File: config.mk
export PLATFORM = sky130hd
export DESIGN_NAME = multi_cycle_control
export DESIGN_NICKNAME = d
export VERILOG_FILES = /design/src/rtl/multi_cycle_control_pkg.sv /design/src/rtl/mcc_decode.sv /design/src/rtl/multi_cycle_control.sv
export SDC_FILE = /design/constraint.sdc
export NUM_CORES = 1
export LEC_CHECK = 0
export BUFFER_PORTS_ARGS = -buffer_cell sky130_fd_sc_hd__buf_2
export CORE_ASPECT_RATIO = 1.25
export CORE_UTILIZATION = 25
export DETAILED_ROUTE_END_ITERATION = 10
export PLACE_DENSITY = 0.56
export SETUP_SLACK_MARGIN = 0.15
export SLEW_MARGIN = 20
export SYNTH_ARGS = -nofsm -noshare
export SYNTH_HDL_FRONTEND = slang
export SYNTH_SLANG_ARGS = --single-unit
File: constraint.sdc
create_clock -name CLK -period 1.6 [get_ports CLK]
set_input_delay 0.16 -clock CLK [delete_from_list [all_inputs] [get_ports CLK]]
set_output_delay 0.16 -clock CLK [all_outputs]
set_load 0.01 [all_outputs]
File: src/rtl/multi_cycle_control_pkg.sv
// Shared encodings for the multi-cycle controller: state codes, opcode/funct
// values, ALU operation codes and datapath mux selects (also used by ALU control).
package multi_cycle_control_pkg;

    typedef enum logic [2:0] {
        S_FETCH  = 3'd0,
        S_DECODE = 3'd1,
        S_EXEC   = 3'd2,
        S_MEMACC = 3'd3,
        S_WBACK  = 3'd4,
        S_BRJMP  = 3'd5,
        S_TRAP   = 3'd6
    } state_e;

    typedef enum logic [2:0] {
        CLS_RTYPE   = 3'd0,
        CLS_LOAD    = 3'd1,
        CLS_STORE   = 3'd2,
        CLS_ITYPE   = 3'd3,
        CLS_BRANCH  = 3'd4,
        CLS_JUMP    = 3'd5,
        CLS_ILLEGAL = 3'd6
    } instr_class_e;

    localparam logic [5:0] OP_RTYPE = 6'h00;
    localparam logic [5:0] OP_J     = 6'h02;
    localparam logic [5:0] OP_BEQ   = 6'h04;
    localparam logic [5:0] OP_ADDI  = 6'h08;
    localparam logic [5:0] OP_ADDIU = 6'h09;
    localparam logic [5:0] OP_SLTI  = 6'h0A;
    localparam logic [5:0] OP_SLTIU = 6'h0B;
    localparam logic [5:0] OP_ANDI  = 6'h0C;
    localparam logic [5:0] OP_ORI   = 6'h0D;
    localparam logic [5:0] OP_XORI  = 6'h0E;
    localparam logic [5:0] OP_LUI   = 6'h0F;
    localparam logic [5:0] OP_LW    = 6'h23;
    localparam logic [5:0] OP_SW    = 6'h2B;

    localparam logic [5:0] FN_SLL = 6'h00;
    localparam logic [5:0] FN_SRL = 6'h02;
    localparam logic [5:0] FN_SRA = 6'h03;

    // ALU_FUNC (all ones) tells ALU control to decode the funct field instead
    localparam logic [3:0] ALU_ADD  = 4'd0;
    localparam logic [3:0] ALU_SUB  = 4'd1;
    localparam logic [3:0] ALU_AND  = 4'd2;
    localparam logic [3:0] ALU_OR   = 4'd3;
    localparam logic [3:0] ALU_XOR  = 4'd4;
    localparam logic [3:0] ALU_SLT  = 4'd5;
    localparam logic [3:0] ALU_SLTU = 4'd6;
    localparam logic [3:0] ALU_LUI  = 4'd7;
    localparam logic [3:0] ALU_FUNC = 4'hF;

    localparam logic [1:0] SRCB_REG    = 2'd0;
    localparam logic [1:0] SRCB_FOUR   = 2'd1;
    localparam logic [1:0] SRCB_IMM    = 2'd2;
    localparam logic [1:0] SRCB_IMM_SH = 2'd3;

    localparam logic [1:0] PCSRC_ALU    = 2'd0;
    localparam logic [1:0] PCSRC_ALUOUT = 2'd1;
    localparam logic [1:0] PCSRC_JUMP   = 2'd2;

endpackage

File: src/rtl/mcc_decode.sv
// Combinational instruction decode: opcode/funct to instruction class,
// immediate-form ALU operation, immediate extension mode and shift flag.
module mcc_decode
    import multi_cycle_control_pkg::*;
#(
    parameter int OPCODE_W = 6
) (
    input  logic [OPCODE_W-1:0] opcode,
    input  logic [OPCODE_W-1:0] func_code,
    output logic [2:0]          instr_class,
    output logic [3:0]          imm_alu_op,
    output logic                imm_sign_ext,
    output logic                is_shift
);

    always_comb begin
        instr_class  = CLS_ILLEGAL;
        imm_alu_op   = ALU_ADD;
        imm_sign_ext = 1'b1;
        case (opcode)
            OPCODE_W'(OP_RTYPE): instr_class = CLS_RTYPE;
            OPCODE_W'(OP_J):     instr_class = CLS_JUMP;
            OPCODE_W'(OP_BEQ):   instr_class = CLS_BRANCH;
            OPCODE_W'(OP_LW):    instr_class = CLS_LOAD;
            OPCODE_W'(OP_SW):    instr_class = CLS_STORE;
            OPCODE_W'(OP_ADDI),
            OPCODE_W'(OP_ADDIU): instr_class = CLS_ITYPE;
            OPCODE_W'(OP_SLTI): begin
                instr_class = CLS_ITYPE;
                imm_alu_op  = ALU_SLT;
            end
            OPCODE_W'(OP_SLTIU): begin
                instr_class = CLS_ITYPE;
                imm_alu_op  = ALU_SLTU;
            end
            // Logical immediates and LUI take a zero-extended immediate
            OPCODE_W'(OP_ANDI): begin
                instr_class  = CLS_ITYPE;
                imm_alu_op   = ALU_AND;
                imm_sign_ext = 1'b0;
            end
            OPCODE_W'(OP_ORI): begin
                instr_class  = CLS_ITYPE;
                imm_alu_op   = ALU_OR;
                imm_sign_ext = 1'b0;
            end
            OPCODE_W'(OP_XORI): begin
                instr_class  = CLS_ITYPE;
                imm_alu_op   = ALU_XOR;
                imm_sign_ext = 1'b0;
            end
            OPCODE_W'(OP_LUI): begin
                instr_class  = CLS_ITYPE;
                imm_alu_op   = ALU_LUI;
                imm_sign_ext = 1'b0;
            end
            default: instr_class = CLS_ILLEGAL;
        endcase
    end

    assign is_shift = (func_code == OPCODE_W'(FN_SLL)) ||
                      (func_code == OPCODE_W'(FN_SRL)) ||
                      (func_code == OPCODE_W'(FN_SRA));

endmodule

File: src/rtl/multi_cycle_control.sv
// Multi-cycle processor control FSM with combinational datapath controls.
// Define MULTI_CYCLE_CONTROL_TRAP_EN to trap illegal opcodes instead of treating them as NOPs.
module multi_cycle_control
    import multi_cycle_control_pkg::*;
#(
    parameter int OPCODE_W    = 6,
    parameter int ALUOP_W     = 4,
    parameter bit MEM_WAIT_EN = 1'b1
) (
    input  logic                CLK,
    input  logic                Reset,
    input  logic [OPCODE_W-1:0] Opcode,
    input  logic [OPCODE_W-1:0] FuncCode,
    input  logic                MemReady,
    output logic                PCWrite,
    output logic                PCWriteCond,
    output logic                IorD,
    output logic                IRWrite,
    output logic                MemRead,
    output logic                MemWrite,
    output logic                RegDst,
    output logic                MemToReg,
    output logic                RegWrite,
    output logic                SignExtend,
    output logic                ALUSrcA,
    output logic                ALUSrc1,
    output logic [1:0]          ALUSrcB,
    output logic [1:0]          PCSource,
    output logic [ALUOP_W-1:0]  ALUOp,
    output logic [2:0]          State,
    output logic                IllegalOp
);

    state_e     state_q, state_d;
    logic [2:0] instr_class;
    logic [3:0] imm_alu_op;
    logic       imm_sign_ext;
    logic       is_shift;
    logic       mem_ok;

    mcc_decode #(.OPCODE_W(OPCODE_W)) u_decode (
        .opcode      (Opcode),
        .func_code   (FuncCode),
        .instr_class (instr_class),
        .imm_alu_op  (imm_alu_op),
        .imm_sign_ext(imm_sign_ext),
        .is_shift    (is_shift)
    );

    assign mem_ok = MEM_WAIT_EN ? MemReady : 1'b1;
    assign State  = state_q;

    always_comb begin
        state_d     = state_q;
        PCWrite     = 1'b0;
        PCWriteCond = 1'b0;
        IorD        = 1'b0;
        IRWrite     = 1'b0;
        MemRead     = 1'b0;
        MemWrite    = 1'b0;
        RegDst      = 1'b0;
        MemToReg    = 1'b0;
        RegWrite    = 1'b0;
        SignExtend  = 1'b0;
        ALUSrcA     = 1'b0;
        ALUSrc1     = 1'b0;
        ALUSrcB     = SRCB_REG;
        PCSource    = PCSRC_ALU;
        ALUOp       = ALUOP_W'(ALU_ADD);
        case (state_q)
            S_FETCH: begin
                MemRead = 1'b1;
                ALUSrcB = SRCB_FOUR;
                IRWrite = mem_ok;
                PCWrite = mem_ok;
                if (mem_ok) state_d = S_DECODE;
            end
            S_DECODE: begin
                ALUSrcB    = SRCB_IMM_SH;
                SignExtend = 1'b1;
                case (instr_class)
                    CLS_BRANCH, CLS_JUMP: state_d = S_BRJMP;
`ifdef MULTI_CYCLE_CONTROL_TRAP_EN
                    CLS_ILLEGAL:          state_d = S_TRAP;
`else
                    CLS_ILLEGAL:          state_d = S_FETCH;
`endif
                    default:              state_d = S_EXEC;
                endcase
            end
            S_EXEC: begin
                ALUSrcA = 1'b1;
                if (instr_class == CLS_RTYPE) begin
                    ALUOp   = '1;
                    ALUSrc1 = is_shift;
                    state_d = S_WBACK;
                end else begin
                    ALUSrcB    = SRCB_IMM;
                    ALUOp      = ALUOP_W'(imm_alu_op);
                    SignExtend = imm_sign_ext;
                    state_d    = (instr_class == CLS_LOAD || instr_class == CLS_STORE) ? S_MEMACC : S_WBACK;
                end
            end
            S_MEMACC: begin
                IorD     = 1'b1;
                MemRead  = (instr_class == CLS_LOAD);
                MemWrite = (instr_class == CLS_STORE);
                if (mem_ok) state_d = (instr_class == CLS_LOAD) ? S_WBACK : S_FETCH;
            end
            S_WBACK: begin
                RegWrite = 1'b1;
                RegDst   = (instr_class == CLS_RTYPE);
                MemToReg = (instr_class == CLS_LOAD);
                state_d  = S_FETCH;
            end
            S_BRJMP: begin
                if (instr_class == CLS_BRANCH) begin
                    ALUSrcA     = 1'b1;
                    ALUOp       = ALUOP_W'(ALU_SUB);
                    PCWriteCond = 1'b1;
                    PCSource    = PCSRC_ALUOUT;
                end else begin
                    PCWrite  = 1'b1;
                    PCSource = PCSRC_JUMP;
                end
                state_d = S_FETCH;
            end
            S_TRAP:  state_d = S_TRAP;
            default: state_d = S_FETCH;
        endcase
        // Reset must kill every strobe immediately, even before the state flop clears
        if (Reset) begin
            PCWrite     = 1'b0;
            PCWriteCond = 1'b0;
            IRWrite     = 1'b0;
            MemRead     = 1'b0;
            MemWrite    = 1'b0;
            RegWrite    = 1'b0;
        end
    end

`ifdef MULTI_CYCLE_CONTROL_TRAP_EN
    logic illegal_q, illegal_d;

    always_comb begin
        illegal_d = illegal_q | (state_d == S_TRAP);
    end

    always_ff @(posedge CLK) begin
        if (Reset) begin
            state_q   <= S_FETCH;
            illegal_q <= 1'b0;
        end else begin
            state_q   <= state_d;
            illegal_q <= illegal_d;
        end
    end

    assign IllegalOp = illegal_q;
`else
    always_ff @(posedge CLK) begin
        if (Reset) state_q <= S_FETCH;
        else       state_q <= state_d;
    end

    assign IllegalOp = 1'b0;
`endif

endmodule

# Word level (Yosys, flattened, before mapping)
# Index checks and enable logic that the tools add are counted.
[totals] reg_bits=3 input_bits=15 output_inout_bits=24
[classes] n_eq_ne=27 n_mux=39 reduce_logical=11
[ops] op="$eq 6x4->1 const B" n=8
[ops] op="$pmux 3 s6" n=2
[ops] op="$mux 1" n=20
[ops] op="$eq 3x3->1 const B" n=6
[ops] op="$eq 6x2->1 const B" n=3
[ops] op="$mux 3" n=5
[ops] op="$pmux 3 s5" n=1
[ops] op="$eq 6x6->1 const B" n=2
[ops] op="$logic_not 6->1" n=2
[ops] op="$eq 3x2->1 const B" n=3
[ops] op="$pmux 1 s2" n=4
[ops] op="$pmux 4 s2" n=1
[ops] op="$reduce_or 8->1" n=1
[ops] op="$eq 3x1->1 const B" n=2
[ops] op="$eq 6x3->1 const B" n=1
[ops] op="$logic_not 3->1" n=2
[ops] op="$mux 2" n=3
[ops] op="$pmux 2 s3" n=1
[ops] op="$pmux 3 s2" n=1
[ops] op="$mux 4" n=1
[ops] op="$ne 2x2->1 const B" n=2
[ops] op="$reduce_or 4->1" n=1
[ops] op="$logic_or 1x1->1" n=3
[ops] op="$reduce_and 2->1" n=1
[ops] op="$reduce_or 2->1" n=1

# Longest topological paths before layout
# Gate-level depths: netlist (run 1).
[depth] ltp_word=8 mapped_depth=5 mapped_depth_nobuf=4

# Modules after synthesis
# A second synthesis (run 1) with hierarchy kept.
[hier_totals] cells_unflattened=102 hier_area_um2=641.9
[by_module_without_submodules] module="multi_cycle_control" instances=1 cells_per_inst=77 area_per_inst_um2=488.0
[by_module_without_submodules] module="mcc_decode" instances=1 cells_per_inst=25 area_per_inst_um2=153.9

# Worst setup path after synthesis (run 1)
# OpenSTA, ideal clock, no wires.
[synth_path] path_type="input to output" startpoint="input port Opcode[5]" endpoint="output port ALUSrc1" arrival_time_ns=1.396 t_required_ns=1.440 setup_slack_ns=0.044 stages=4 path_buffers=0 cell_sequence="or4_4 > or3_4 > nor2_4 > and3_1"
[synth_via] elab_chain_cells=6 word_cells_on_any_way=18 classes_between="eq/ne (12); mux (3); reduce/logical (3)"
[synth_lines] element="start, declared" line_no="multi_cycle_control.sv:12" rtl="input logic [OPCODE_W-1:0] Opcode,"
[synth_lines] element="$eq 6x4->1" line_no="mcc_decode.sv:20" rtl="case (opcode)"
[synth_lines] element="$reduce_or 8->1 (no line)"
[synth_lines] element="$pmux 3 s6 *" line_no="mcc_decode.sv:20"
[synth_lines] element="$logic_not 3->1 *" line_no="multi_cycle_control.sv:93" rtl="if (instr_class == CLS_RTYPE) begin"
[synth_lines] element="$mux 1 *" line_no="multi_cycle_control.sv:93"
[synth_lines] element="$mux 1 *" line_no="multi_cycle_control.sv:70" rtl="case (state_q)"
[synth_lines] element="end, declared" line_no="multi_cycle_control.sv:26" rtl="output logic ALUSrc1,"
# Every way passes the cells marked *; elsewhere a longest branch is shown, timed or not.

# Worst setup path after layout (run 1)
# Same ends and word-level chain as after synthesis.

==> results of run 1 <==
==> Yosys cell counts <==
master and number:
sky130_fd_sc_hd__nor2_1 10, sky130_fd_sc_hd__a21oi_1 6, sky130_fd_sc_hd__nor3_1 6, sky130_fd_sc_hd__clkbuf_1 5
sky130_fd_sc_hd__nand2_1 5, sky130_fd_sc_hd__nand2b_1 5, sky130_fd_sc_hd__nor4_1 5, sky130_fd_sc_hd__inv_1 4
sky130_fd_sc_hd__nand3_1 4, sky130_fd_sc_hd__dfxtp_1 3, sky130_fd_sc_hd__o21bai_1 3, sky130_fd_sc_hd__a221oi_1 2
sky130_fd_sc_hd__a31oi_1 2, sky130_fd_sc_hd__buf_2 2, sky130_fd_sc_hd__o21ai_0 2, sky130_fd_sc_hd__or2_2 2
sky130_fd_sc_hd__or3_1 2, sky130_fd_sc_hd__a2111oi_2 1, sky130_fd_sc_hd__a211o_1 1, sky130_fd_sc_hd__a211oi_1 1
sky130_fd_sc_hd__a21oi_2 1, sky130_fd_sc_hd__and3_1 1, sky130_fd_sc_hd__buf_1 1, sky130_fd_sc_hd__buf_4 1
sky130_fd_sc_hd__conb_1 1, sky130_fd_sc_hd__nand3b_1 1, sky130_fd_sc_hd__nand4_1 1, sky130_fd_sc_hd__nand4b_1 1
sky130_fd_sc_hd__nor2_4 1, sky130_fd_sc_hd__nor2b_1 1, sky130_fd_sc_hd__nor3b_2 1, sky130_fd_sc_hd__nor4bb_1 1
sky130_fd_sc_hd__o21ai_1 1, sky130_fd_sc_hd__o22a_1 1, sky130_fd_sc_hd__o31ai_1 1, sky130_fd_sc_hd__or3_4 1
sky130_fd_sc_hd__or4_4 1, sky130_fd_sc_hd__xnor2_1 1, sky130_fd_sc_hd__xor2_1 1
==> repair_timing <==
action                     CTS  global route
hold buffers                 0             0
setup buffers                7             5
hold endpoints to repair     0             0
pin swaps                    3             8
setup endpoints to repair   18            18
gates resized for setup     16            15
==> cells by family (layout without fill, tap and decap cells) <==
| family | Yosys count | count (layout) | share of synthesized area |
|---|---|---|---|
| AOI/OAI and AO/OA | 22 | 22 | 0.267 |
| other | 1 | 1 | 0.00652 |
| and+or+nand+nor | 49 | 49 | 0.496 |
| xor gates and xnor gates | 2 | 2 | 0.0304 |
| buffers and inverters | 13 | 71 | 0.0956 |
| DFF | 3 | 3 | 0.104 |
==> path summary, 6_finish.rpt <==
kind	slack (ns)	startpoint	to
min	0.29	Reset	State[0]$_SDFFE_PP0P_
max	-0.14	Opcode[5]	ALUSrc1
min reg2reg	0.68	State[1]$_SDFFE_PP0P_	State[0]$_SDFFE_PP0P_
max reg2reg	0.30	State[0]$_SDFFE_PP0P_	State[2]$_SDFFE_PP0P_
==> power groups by stage <==
stage	Sequential, uW	Clock (uW)	Combinational (uW)
floorplan	82.6	0	74.2
global placement	82.7	0	128
detailed placement	82.7	0	129
CTS	81.2	137	148
global route	82.0	147	183
finish	81.4	130	168
==> layout by cell type, fill, tap and decap left out, types with 3 or more instances in the layout <==
master / n
sky130_fd_sc_hd__nand2_1: 5
sky130_fd_sc_hd__nand2b_1: 5
sky130_fd_sc_hd__nor2_1: 6
sky130_fd_sc_hd__nor3_1: 3
sky130_fd_sc_hd__buf_2: 35
sky130_fd_sc_hd__nor4_1: 3
sky130_fd_sc_hd__inv_1: 4
sky130_fd_sc_hd__buf_4: 19
sky130_fd_sc_hd__buf_6: 9
sky130_fd_sc_hd__clkbuf_4: 3
sky130_fd_sc_hd__a21oi_1: 6
sky130_fd_sc_hd__nor3_2: 3
sky130_fd_sc_hd__nor2_2: 4
sky130_fd_sc_hd__o21bai_1: 3
==> layout make-up <==
type                       count  area share
clock buffer                   4      0.0232
inverter                       4      0.0132
multi-input combinational     74       0.502
sequential                     3      0.0584
tap                           31      0.0342
timing repair buffer          63       0.369
==> per-stage QoR <==
step	util	instances	hold slack [ns]
floorplan	-	90	0.376
global placement	0.402	163	0.486
detailed placement	0.402	163	0.484
CTS	0.469	174	0.259
global route	0.519	179	0.293
finish	0.519	179	0.286
==> per-layer routing <==
metal	part of all wire	up-vias	wire [microns]	global-route usage
li1	-	442	-	-
met1	0.40	419	861	0.198
met2	0.54	24	1170	0.298
met3	0.042	4	91	0.0260
met4	0.016	0	35	0.0952
met5	0	-	0	0
==> critical path, delay by kind of cell <==
kind | cells | cell delay [ns]
and+or+nand+nor | 4 | 1.23
buffers and inverters | 2 | 0.18
==> out/qor_table.md, run 1 <==
| Step | Quantity | Value |
|:---|:---|:---|
| sta | RSZ-0062 raised after global routing | true |
| detailed routing | Count of routing violations after the opening detailed-route iteration | 15 |
| detailed routing | Drt total wl | 2160 microns |
| sta | Achievable Freq | 575 MHz |
| clocking | Htree depth | 1 |
| sta | Slew Viols, Final | 0 |
| global routing | Maximum number of pins on one net before global-route repair | 13 |
| floorplanning | Die span in y | 55.6 microns |
| floorplanning | Core area | 0.00219 sq mm |
| place | Routability Congestion | 0.809 |
| global routing | Global Route Usage Sum | 0.174 |
| status | Failing checks | setup timing |
| setup path | List of cells traversed by the critical path | buf_6 -> or4_4 -> or3_4 -> nor2_4 -> and3_4 -> buf_6 |
| sta | Final worst setup slack | -0.138 ns |
| place | Dpl cell area | 880 sq um |
| global routing | Initial antenna violation count | 0 |
| power and ir drop | Clock network fraction of design power | 0.343 |
| power and ir drop | Sw power | 127 uW |
| detailed routing | Total DRC errors in the routed layout | 0 |
| job | Maximum Capacitance Violations | 0 |
| detailed routing | Pre-Repair DR Iteration Count | 4 |
| sta | Number of endpoints with negative hold slack in the final report | 0 |
| final layout | Post-route cell area | 0.00113 sq mm |
| floorplanning | Std-Cell Rows | 19 |
| setup path | Standard cell with the maximum stage delay on the critical path | sky130_fd_sc_hd__or4_4 |
| synthesis | Post-Synthesis Cell Area | 576 sq um |
| place | Count of input and output buffers | 37 |
| power and ir drop | Gate power share | 0.443 |
| synthesis | Cell count after synthesis | 90 |
| final layout | Fraction of layout cells with a size suffix above 1 | 0.635 |
| power and ir drop | Pwr dens | 334 mW/mm^2 |
| power and ir drop | Net switching share of the total power | 0.335 |
| clocking | Number of CTS-inserted buffers | 3 |
| clocking | Clk buf depth | 2 |
| sta | Setup Total Neg Slack | -0.736 ns |
| sta | Final setup fails | 11 |
| clocking | Later-pin clock latency in the skew report | 0.23 ns |
| worst hold path | Worst hold path cell count | 2 |
| status | Run status | finished, violations left |
| clocking | TritonCTS sink count | 3 |
| global routing | Vias in the first global route | 909 |
| setup path | Element type at the critical path start | primary input |
| setup path | Most frequent cell on the critical path | sky130_fd_sc_hd__buf_6 |
| power and ir drop | Static Leak | 0.000502 uW |
| power and ir drop | Portion of total power attributed to sequential cells | 0.214 |
| final layout | Relative area change from synthesis to final layout | 97.2% |
| clocking | Clock transition at the register clock pins on the worst setup and hold paths after CTS | 0.04 ns |
| synthesis | Average cell area after synthesis | 6.40 sq um |
| synthesis | Flip-flop and latch count after synthesis | 3 |
| power and ir drop | Int Pwr | 252 uW |
| global routing | Aggregate global routing overflow | 0 |
| clocking | TritonCTS clock tree | done |
| final layout | Flip-flop count of the largest register after layout | 3 |
| final layout | Total Nets Final | 164 |
| synthesis | Fraction of post-synthesis cell area in the top cell type by area | 0.104 |
| final layout | Fill cell instance count of the final layout | 224 |
| place | Worst-case setup slack after placement | -0.139 ns |
| setup path | Endpoint class of the critical path | primary output |
| sta | Final period utilization | 1.09 |
| synthesis | Synthesized net count | 105 |
| detailed routing | Mean routed wirelength per cell | 12.1 microns |
| worst hold path | Hold Path Class | primary input to flop |
| floorplanning | Floorplan die width | 44.9 microns |
| place | Final HPWL from detailed placement | 1480 microns |
| synthesis | Count of warnings emitted by yosys | 0 |
| synthesis | Post-synthesis cell type with the largest combined area | sky130_fd_sc_hd__dfxtp_1 |
| detailed routing | Routed via count | 889 |
| detailed routing | Final antenna-violating net count | 0 |
| floorplanning | Effective utilization at floorplan | 0.263 |
| synthesis | Yosys cell types | 39 |
| setup path | Worst Reg2Reg Path Length in Cells | 4 |
| setup path | Worst path arrival time | 1.58 ns |
| final layout | Antenna cell count | 0 |
| clocking | Buffer cell driving the clock tree root | sky130_fd_sc_hd__clkbuf_4 |
| detailed routing | Vias per std cell | 4.97 |
| power and ir drop | Total power | 380 uW |
| sta | Final critical-path required period | 1.74 ns |
| floorplanning | Area of the die | 0.00250 sq mm |
| power and ir drop | Worst supply voltage drop on vdd | 0.386 mV |
| final layout | Multi-input gate area | 569 sq um |
| global routing | First-pass GRT wire length | 3420 microns |
| setup path | Largest stage delay, worst path | 0.55 ns |
| final layout | FF+latch area | 66.3 sq um |
| sta | Skew final | 0.000855 ns |
| synthesis | Leading cell types by total area after synthesis | sky130_fd_sc_hd__dfxtp_1 10%, sky130_fd_sc_hd__nor2_1 6.5%, sky130_fd_sc_hd__nand2b_1 5.4%, sky130_fd_sc_hd__nor4_1 5.4%, sky130_fd_sc_hd__a21oi_1 5.2% |
| setup path | Top fanout value on the critical path | 4 |
| setup path | CP Class | primary input to primary output |
| synthesis | Register area share after synthesis | 0.104 |
| setup path | Required @ worst endpoint | 1.44 ns |
| floorplanning | I/O pins | 39 |
No activity file was read; power rests on OpenSTA's default activity.
==> run 2, diff against run 1 <==
- CTS_BUF_LIST: default -> sky130_fd_sc_hd__clkbuf_16
==> out/qor_table.md, run 2 (synthesis results as in run 1) <==
| Step | Quantity | Value | vs previous |
|:---|:---|:---|:---|
| status | Run status | finished, violations left |  |
| status | Failing checks | setup timing |  |
| worst hold path | Hold Path Class | primary input to flop |  |
| setup path | Required @ worst endpoint | 1.44 ns | about the same |
| clocking | TritonCTS clock tree | done |  |
| setup path | Element type at the critical path start | primary input |  |
| power and ir drop | Portion of total power attributed to sequential cells | 0.127 | -0.087 |
| clocking | CTS hold repair buffers | 0 | unchanged |
| clocking | Clk buf depth | 2 | unchanged |
| final layout | FF+latch area | 66.3 sq um | unchanged |
| detailed routing | Count of routing violations after the opening detailed-route iteration | 16 | +1 |
| sta | Final critical-path required period | 1.73 ns | -0.00440 ns |
| clocking | Buffer cell driving the clock tree root | sky130_fd_sc_hd__clkbuf_16 |  |
| setup path | Slack of the worst reg-to-reg path | 0.23 ns | -0.07 ns |
| final layout | Total Nets Final | 165 | +0.61% |
| global routing | Maximum number of pins on one net before global-route repair | 13 | unchanged |
| power and ir drop | Total power | 644 uW | +70% |
| setup path | Endpoint class of the critical path | primary output |  |
| floorplanning | Area of the die | 0.00250 sq mm | unchanged |
| sta | Number of endpoints with negative hold slack in the final report | 0 | unchanged |
| detailed routing | Pre-Repair DR Iteration Count | 4 | unchanged |
| detailed routing | Drt total wl | 2280 microns | +5.3% |
| floorplanning | I/O pins | 39 | unchanged |
| place | Count of input and output buffers | 37 | unchanged |
| sta | RSZ-0062 raised after global routing | true |  |
| place | Worst-case setup slack after placement | -0.139 ns | unchanged |
| floorplanning | Core area | 0.00219 sq mm | unchanged |
| clocking | Number of CTS-inserted buffers | 3 | unchanged |
| final layout | Most common library cell in the layout ignoring fill and taps | sky130_fd_sc_hd__buf_2 |  |
| final layout | Final cell count without fillers | 180 | +0.56% |
| final layout | Fill cell instance count of the final layout | 217 | -3.1% |
| place | Final HPWL from detailed placement | 1480 microns | unchanged |
| final layout | Post-route cell area | 0.00120 sq mm | +6.0% |
| detailed routing | Mean routed wirelength per cell | 12.6 microns | +4.7% |
| detailed routing | Routed via count | 895 | +0.67% |
| detailed routing | Total DRC errors in the routed layout | 0 | unchanged |
| sta | Slew Viols, Final | 0 | unchanged |
| clocking | Htree depth | 1 | unchanged |
| global routing | Aggregate global routing overflow | 0 | unchanged |
| job | Maximum Capacitance Violations | 0 | unchanged |
| setup path | CP Class | primary input to primary output |  |
| final layout | Fraction of layout cells with a size suffix above 1 | 0.658 | +0.0226 |
| sta | Final worst setup slack | -0.134 ns | +0.00440 ns |
| power and ir drop | Pwr dens | 535 mW/mm^2 | +60% |
| clocking | TritonCTS sink count | 3 | unchanged |
| floorplanning | Std-Cell Rows | 19 | unchanged |
| power and ir drop | Static Leak | 0.000535 uW | +6.5% |
| sta | Final period utilization | 1.08 | -0.00275 |
| sta | Hold Worst Slack | 0.294 ns | +0.00835 ns |
| power and ir drop | Sw power | 160 uW | +26% |
| setup path | Top fanout value on the critical path | 4 | unchanged |
| global routing | Initial antenna violation count | 0 | unchanged |
| detailed routing | Final antenna-violating net count | 0 | unchanged |
| floorplanning | Floorplan die width | 44.9 microns | unchanged |
| final layout | Most used cells in the layout excluding fill and tap cells | 35 x sky130_fd_sc_hd__buf_2, 21 x sky130_fd_sc_hd__buf_4, 8 x sky130_fd_sc_hd__buf_6 |  |
| power and ir drop | Clock network fraction of design power | 0.603 | +0.260 |
| global routing | Global Route Usage Sum | 0.179 | +0.00516 |
| power and ir drop | Net switching share of the total power | 0.249 | -0.0861 |
| floorplanning | Effective utilization at floorplan | 0.263 | unchanged |
| final layout | Multi-input gate area | 581 sq um | +2.0% |
| final layout | Antenna cell count | 0 | unchanged |
| power and ir drop | Worst supply voltage drop on vdd | 0.814 mV | +110% |
| sta | Skew final | 0.000525 ns | -0.000330 ns |
| clocking | Clock transition at the register clock pins on the worst setup and hold paths after CTS | 0.03 ns | about the same |
| final layout | Flip-flop count of the largest register after layout | 3 | unchanged |
| sta | Final setup fails | 10 | -1 |
| global routing | First-pass GRT wire length | 3530 microns | +3.4% |
| final layout | Relative area change from synthesis to final layout | 109% |  |
| clocking | Later-pin clock latency in the skew report | 0.22 ns | about the same |
| power and ir drop | Int Pwr | 484 uW | +92% |
| setup path | Worst path arrival time | 1.57 ns | about the same |
| place | Inst Count DP | 163 | unchanged |
| power and ir drop | Gate power share | 0.270 | -0.173 |
| sta | Achievable Freq | 577 MHz | +0.25% |
| place | Routability Congestion | 0.809 | unchanged |
| detailed routing | Vias per std cell | 4.97 | +0.12% |
| global routing | Vias in the first global route | 889 | -2.2% |
| place | Dpl cell area | 880 sq um | unchanged |
| floorplanning | Die span in y | 55.6 microns | unchanged |
## run 2: worst paths after layout
check | cells after the start | from | endpoint
min | 2 | Reset | State[0]$_SDFFE_PP0P_
min reg2reg | 4 | State[1]$_SDFFE_PP0P_ | State[1]$_SDFFE_PP0P_
max | 6 | Opcode[5] | ALUSrc1
max reg2reg | 5 | State[0]$_SDFFE_PP0P_ | State[2]$_SDFFE_PP0P_
## run 2: timing repair
item / in CTS / in global routing
resized for setup: 16 / 18
pin swaps: 3 / 9
endpoints found under the setup margin: 18 / 20
setup buffers: 7 / 6
## run 2: per-stage QoR
stage,util,TNS [ns]
3_5_place_dp,0.402,-0.938
2_1_floorplan,-,0
4_1_cts,0.493,-0.650
6_report,0.550,-0.686
3_3_place_gp,0.402,-0.980
5_1_grt,0.550,-1.18
## run 2: final cells by class
type / instances / area share
Sequential cell: 3 / 0.0552
Clock inverter: 1 / 0.00312
Multi-Input combinational cell: 74 / 0.483
Clock buffer: 3 / 0.0624
Inverter: 4 / 0.0125
Timing Repair Buffer: 64 / 0.352
Tap cell: 31 / 0.0323
## run 2: power by group through the flow
stage               Combinational [uW]  Clock, uW  Sequential (uW)
floorplan                         74.2          0             82.6
detailed placement                 129          0             82.7
CTS                                150        391             81.3
global route                       188        404             82.1
finish                             174        388             81.5
global placement                   128          0             82.7
## run 2: worst max-delay path, stage by stage
cell,delay [ns]
sky130_fd_sc_hd__buf_6,0.09
sky130_fd_sc_hd__or4_4,0.55
sky130_fd_sc_hd__or3_4,0.39
sky130_fd_sc_hd__nor2_4,0.12
sky130_fd_sc_hd__and3_4,0.17
sky130_fd_sc_hd__buf_6,0.09
## run 2: metal layers
metal	vias to the layer above	part of all wire	GRT usage
met3	0	0.043	0.0260
li1	445	-	-
met4	0	0	0.0606
met1	420	0.40	0.216
met5	-	0	0
met2	30	0.56	0.313
